### config.mk
export PLATFORM = sky130hd
export DESIGN_NAME = polybius_encrypt_stream
export DESIGN_NICKNAME = d
export VERILOG_FILES = /design/src/rtl/polybius_encrypt_stream.sv
export SDC_FILE = /design/constraint.sdc
export NUM_CORES = 1
export LEC_CHECK = 0
export ABC_AREA = 0
export BUFFER_PORTS_ARGS = -buffer_cell sky130_fd_sc_hd__buf_2
export CAP_MARGIN = 20
export CORE_MARGIN = 3
export CORE_UTILIZATION = 53
export CTS_BUF_LIST = sky130_fd_sc_hd__clkbuf_16
export DETAILED_ROUTE_END_ITERATION = 10
export GPL_TIMING_DRIVEN = 0
export PLACE_DENSITY = 0.73
export SYNTH_ARGS = -nofsm -noshare
export SYNTH_HDL_FRONTEND = slang
export SYNTH_SLANG_ARGS = --single-unit
### constraint.sdc
create_clock -name clk -period 1.6 [get_ports clk]
set_input_delay 0.16 -clock clk [delete_from_list [all_inputs] [get_ports clk]]
set_output_delay 0.16 -clock clk [all_outputs]
set_load 0.02 [all_outputs]
### src/rtl/polybius_encrypt_stream.sv
// Streaming 7x7 Polybius encryptor: one plaintext byte in, two ASCII coordinate digits out (row, then column).
// Also keeps a wrapping count of emitted characters and a sticky flag for out-of-range input.
module polybius_encrypt_stream #(
  parameter int          GRID       = 7,
  parameter logic [7:0]  BASE_CHAR  = 8'h2A,
  parameter logic [7:0]  DIGIT_BASE = 8'h31,
  parameter int          CNT_W      = 16
) (
  input  logic             clk,
  input  logic             rst_n,
  input  logic             in_valid,
  output logic             in_ready,
  input  logic [7:0]       in_char,
  output logic             out_valid,
  input  logic             out_ready,
  output logic [7:0]       out_byte,
  output logic             out_last,
  output logic             invalid_seen,
  output logic [CNT_W-1:0] char_count,
  input  logic             clear
);

  // Handshake: a byte moves on either side only in a cycle where valid and ready are both high;
  // a producer holding valid keeps its data stable until that cycle.
  typedef enum logic [1:0] {IDLE, ROW, COL} state_t;

  localparam logic [7:0] CELLS = 8'(GRID * GRID);
  localparam logic [7:0] BAD_DIGIT = 8'h30;

  state_t           state, state_n;
  logic [7:0]       row_q, col_q, row_n, col_n;
  logic [7:0]       out_byte_n;
  logic             out_valid_n, out_last_n, invalid_n;
  logic [CNT_W-1:0] count_n;

  logic [7:0]       idx, rem, row_idx;
  logic             in_range;
  logic [7:0]       cap_row, cap_col;
  logic             capture, count_inc;

  // Row index from a compare/subtract chain against constant multiples of GRID.
  always_comb begin
    idx      = in_char - BASE_CHAR;
    in_range = (in_char >= BASE_CHAR) && (idx < CELLS);
    row_idx  = '0;
    rem      = idx;
    for (int r = 1; r < GRID; r++) begin
      if (idx >= 8'(r * GRID)) begin
        row_idx = 8'(r);
        rem     = idx - 8'(r * GRID);
      end
    end
    cap_row = in_range ? (DIGIT_BASE + row_idx) : BAD_DIGIT;
    cap_col = in_range ? (DIGIT_BASE + rem)     : BAD_DIGIT;
  end

  assign in_ready = (state == IDLE) || ((state == COL) && out_ready);
  assign capture  = in_valid && in_ready;

  always_comb begin
    state_n     = state;
    row_n       = row_q;
    col_n       = col_q;
    out_byte_n  = out_byte;
    out_valid_n = out_valid;
    out_last_n  = out_last;
    count_inc   = 1'b0;
    case (state)
      IDLE: begin
        out_valid_n = 1'b0;
      end
      ROW: begin
        if (out_ready) begin
          out_byte_n = col_q;
          out_last_n = 1'b1;
          state_n    = COL;
        end
      end
      COL: begin
        if (out_ready) begin
          count_inc   = 1'b1;
          out_valid_n = 1'b0;
          out_last_n  = 1'b0;
          state_n     = IDLE;
        end
      end
      default: begin
        out_valid_n = 1'b0;
        out_last_n  = 1'b0;
        state_n     = IDLE;
      end
    endcase
    // A capture in IDLE or on the closing COL beat overrides the return to IDLE.
    if (capture) begin
      row_n       = cap_row;
      col_n       = cap_col;
      out_byte_n  = cap_row;
      out_valid_n = 1'b1;
      out_last_n  = 1'b0;
      state_n     = ROW;
    end
    invalid_n = clear ? 1'b0 : invalid_seen;
    if (capture && !in_range) invalid_n = 1'b1;
    count_n = clear ? '0 : (count_inc ? char_count + {{(CNT_W-1){1'b0}}, 1'b1} : char_count);
  end

  always_ff @(posedge clk or negedge rst_n) begin
    if (!rst_n) begin
      state        <= IDLE;
      row_q        <= '0;
      col_q        <= '0;
      out_byte     <= '0;
      out_valid    <= 1'b0;
      out_last     <= 1'b0;
      invalid_seen <= 1'b0;
      char_count   <= '0;
    end else begin
      state        <= state_n;
      row_q        <= row_n;
      col_q        <= col_n;
      out_byte     <= out_byte_n;
      out_valid    <= out_valid_n;
      out_last     <= out_last_n;
      invalid_seen <= invalid_n;
      char_count   <= count_n;
    end
  end

endmodule

Yosys cells after proc, flatten, opt, wreduce, memory -nomap -nowiden
Index checks and enable logic that the tools add are counted.

Add/subtract/negate cells: 10. $mul: 0. Div/mod/pow operators: 0. Order comparisons: 8. Equal/unequal tests: 6. Shift operators: 0. Mux-type cells: 33. Bitwise logic cells: 0. Reductions and logical operators: 14.

Operators by type and width (number): 8-bit 2-to-1 mux (16); 16-bit 2-to-1 mux (2); 8-bit by 6-bit greater-or-equal comparator with 1-bit output (second input constant) (3); 8-bit by 6-bit subtractor with 8-bit output (second input constant) (3); 16-bit by 1-bit adder with 16-bit output (second input constant) (1); 6-bit by 8-bit adder with 8-bit output (first input constant) (2); 8-bit by 5-bit greater-or-equal comparator with 1-bit output (second input constant) (2); 8-bit by 5-bit subtractor with 8-bit output (second input constant) (2); 1-bit 2-to-1 mux (9); 8-bit by 3-bit greater-or-equal comparator with 1-bit output (second input constant) (1); 8-bit by 4-bit greater-or-equal comparator with 1-bit output (second input constant) (1); 8-bit by 6-bit < comparator with 1-bit output (second input constant) (1); 2-bit nonzero test (4); 8-bit by 3-bit subtractor with 8-bit output (second input constant) (1); 8-bit by 4-bit subtractor with 8-bit output (second input constant) (1); 2-bit 2-to-1 mux (3); 3-bit inequality test (second input constant) (2); 2-bit one-hot mux with 3 select lines (1); 1-bit logical AND (4); 2-bit inequality test (second input constant) (2); 2-bit AND reduction (2); 1-bit one-hot mux with 3 select lines (1); 3-bit AND reduction (1); 2-bit by 1-bit == test with 1-bit output (second input constant) (1); 5 further kinds (5).

Flip-flop bits (word level): 37. Bits in latches: 0. Bits in writable memories: 0. Bits in read-only memories: 0. Input port bits: 13. Output and inout port bits: 28. Logic and storage cells: 78. Memories: 0.

Logic depth before layout (Yosys ltp)
Depth in word-level cells: 11. Depth in mapped cells: 16.

Worst setup path after synthesis
OpenSTA, ideal clock, no wires.

Path type: input to register. Start: input in_char[1]. End: register col_q[6]. Setup time: 0.095 ns. Arrival time: 3.268 ns. Data required time: 1.505 ns. Setup slack: -1.763 ns. Cell stages on the path: 16. Path through: inv_1 ha_1 buf_2 xnor2_1 ha_1 clkbuf_1 a21o_1 o311a_1 or3_1 buf_2 a221oi_2 xnor2_1 ha_1 nand3_1 nor2b_1 o31ai_1.

Longest elaborated chain between the ends: 10.

RTL lines: from (decl) (line 13) `input logic [7:0] in_char,`; 8-bit by 6-bit subtractor with 8-bit output (line 43) `idx = in_char - BASE_CHAR;`; 8-bit by 3-bit subtractor with 8-bit output / 8-bit by 3-bit greater-or-equal comparator with 1-bit output (equally long branches) (line 50, 48); 8-bit 2-to-1 mux (6 in a row) (line 48) `if (idx >= 8'(r * GRID)) begin`; 6-bit by 8-bit adder with 8-bit output (line 54) `cap_col = in_range ? (DIGIT_BASE + rem) : BAD_DIGIT;`; 8-bit 2-to-1 mux * (line 54); to (signal assigned) (line 120) `col_q <= col_n;`; to (decl) (line 31) `logic [7:0] row_q, col_q, row_n, col_n;`.

Every way passes the cells marked *; elsewhere a longest branch is shown, timed or not. A chain may end at the register's enable or synchronous reset.

Worst setup path in the final report
Start: input in_char[1]. End: register col_q[5].

Same word-level chain as after synthesis.

==> out/metrics.csv <==
metric;value;unit
outcome;complete, but fails checks;
violations;setup timing;
coreArea;5240;um^2
grt_max_degree;37;
finalHoldViolCount;0;
synthCells;348;
min_path_type;in -> reg;
placed_area;3370;um^2
final-max-slew-violation-count;0;
cts_max_level;2;
drt_iter0_drc;163;
synth_cell_type_count;69;
layout_min_cycle_time;2.95;ns
synth_top_area_cell;dfrtp_1;
setup_viol;13;
seq_area;905;um^2
setup.worst_path.end;col_q[5];
fin_area;4250;um^2
clock-root-buffer;clkbuf_16;
final_cells;501;
ios;41;
relSlewSlack;45.4;%
synthFlopType;dfrtp_1;
vias;3103;
irDropWorstVdd;0.716;mV
vias_per_cell;6.19;
r2r_slack;-0.10;ns
gr-total-overflow;0;
setup_ws;-1.35;ns
syn_area;2960;um^2
fin_crit_sh;184;%
synth_seq_cells;36;
ys_async_sr_fraction;100;%
clk-insertion-delay-late;0.28;ns
max_freq;339;MHz
dp_hpwl;5850;um
rsz0062_at_grt;yes;
die_area;6510;um^2
p_leak;1.88;nW
worst_pin_slew;0.819;ns
cap_violations;0;
n_antenna_cell;0;
synth.avg_cell_area;8.49;um^2
crit_start;in_char[1];
cp.required;1.75;ns
multi_input_area;2400;um^2
routed_wl;9190;um
arrival;3.09;ns
skew;0.00592;ns
synth_fp_nets;378;
synthTopCellsByArea;dfrtp_1 (30%), ha_1 (7.2%), nor2_1 (5.1%);
fillCellCount;359;
routedWlPerCell;18.3;um
grt_usage;28.0;%
r2r_end;col_q[5];
die_w;80.7;um
cp_max_fo;6;
reg2reg_from;out_last;
synthTopCellsByCount;nor2_1 (40), dfrtp_1 (36), nand2_1 (34);
dp.cells;456;
nNetsFinal;460;
critical_path_class;in -> reg;
die_y;80.7;um
r2r.worst_path.cells;7;
end_kind;flop;
cts_buffer_depth;2;
synth_top_cell_area_share;30.5;%
firstDrtPassIters;7;
antenna_found_initial;0;
ys_warn_count;0;
powerDensity;916;nW/um^2
ys_seq_area_share;30.5;%
grt_pass1_wl;14300;um
cts_sinks;36;
cts_tree;done;
synth_most_common_cell;nor2_1;
cts_made_buffers;5;
area_growth;43.8;%
rows;26;
drc;0;
critPathLaunchType;primary input;
synth_edf_count;0;
start_util;56.4;%
place_congestion;0.984;
drtAntennaViolNets;0;
clk_pin_slew;0.06;ns
grt_pass1_vias;2919;
drive_gt1_share;38.7;%
numPortBuffers;38;
where the power goes:
group          switching, mW  leakage (nW)  internal, mW
clock network          0.372        0.0789         0.724
registers             0.0957         0.470          1.05
logic                  0.944          1.33         0.706
metal layers:
metal	track usage [%]	routed length (um)	share of wire [%]
met3	3.25	589	6.4
met5	0	0	0
met4	9.29	348	3.8
met2	50.5	4590	50
met1	34.2	3660	40
through the flow:
step                      worst slack, ns  total power, mW  hold WS (ns)  utilization (%)  setup TNS (ns)
final                               -1.35             3.89         0.117             81.2          -12.65
after global routing                -1.41             4.06         0.140             81.2          -13.97
after CTS                           -1.25             3.73         0.112             77.3          -11.83
after floorplan                     -1.60             2.06        -0.136                -          -15.20
after global placement              -2.66             2.38         0.277             64.3          -28.02
after detailed placement            -2.65             2.40         0.282             64.3          -28.33
state kept, by name (all words and copies together), names as in the netlist:
name / flops
invalid_seen: 1
out_valid: 1
col_q: 8
out_last: 1
state: 1
char_count: 16
out_byte: 8
layout make-up:
type / instances / share of cell area (%)
Inverter: 9 / 1.03
Timing Repair Buffer: 80 / 13.0
Tap cell: 70 / 2.06
Buffer: 14 / 2.41
Sequential cell: 36 / 21.3
Clock buffer: 5 / 2.94
Multi-Input combinational cell: 284 / 56.4
Clock inverter: 3 / 0.883
worst max-delay path: stages:
cell and delay [ns]:
buf_12 0.08, clkinvlp_4 0.09, ha_4 0.20, xnor2_4 0.20
ha_4 0.20, a21o_1 0.19, o311a_4 0.38, or3_4 0.35
buf_8 0.14, buf_4 0.13, a31oi_1 0.15, a221o_1 0.26
and4_4 0.28, mux2i_1 0.23, a211oi_2 0.06
how the worst min path moves through the flow:
stage,from,endpoint,slack (ns),cells past startpoint
floorplan,rst_n,char_count[0],-0.14,0
global placement,rst_n,state[0],0.28,1
detailed placement,rst_n,state[0],0.28,1
CTS,out_ready,state[0],0.11,2
global route,out_ready,state[0],0.14,2
finish,out_ready,state[0],0.12,2
cell usage in the layout (no fill, tap or decap), drive strengths merged, types with 7 or more instances in the layout:
cell type  count
a21oi         12
buf           85
clkbuf        13
dfrtp         36
ha            17
inv            7
mux2i         10
nand2         34
nand3         12
nor2          40
o211ai         7
o21ai         18
xnor2         16
xor2          15
what timing repair did:
action / in CTS / in global routing
pin swaps: 29 / 23
setup endpoints to repair: 27 / 27
hold endpoints to repair: 27 / 0
gates cloned: 0 / 0
buffers inserted: 26 / 16
gates resized for setup: 68 / 26
hold buffers: 1 / 0
cells by family after synthesis:
family                   count (synthesis)  synth area share, %
adder cells (fa/ha/maj)                 17                 7.20
AO/OA/AOI/OAI                           95                 23.8
flip-flops                              36                 30.5
AND/OR/NAND/NOR                        131                 21.8
buffers and inverters                   28                 4.11
XOR/XNOR                                31                 9.19
multiplexers                            10                 3.39
(Power assumes the default switching activity.)
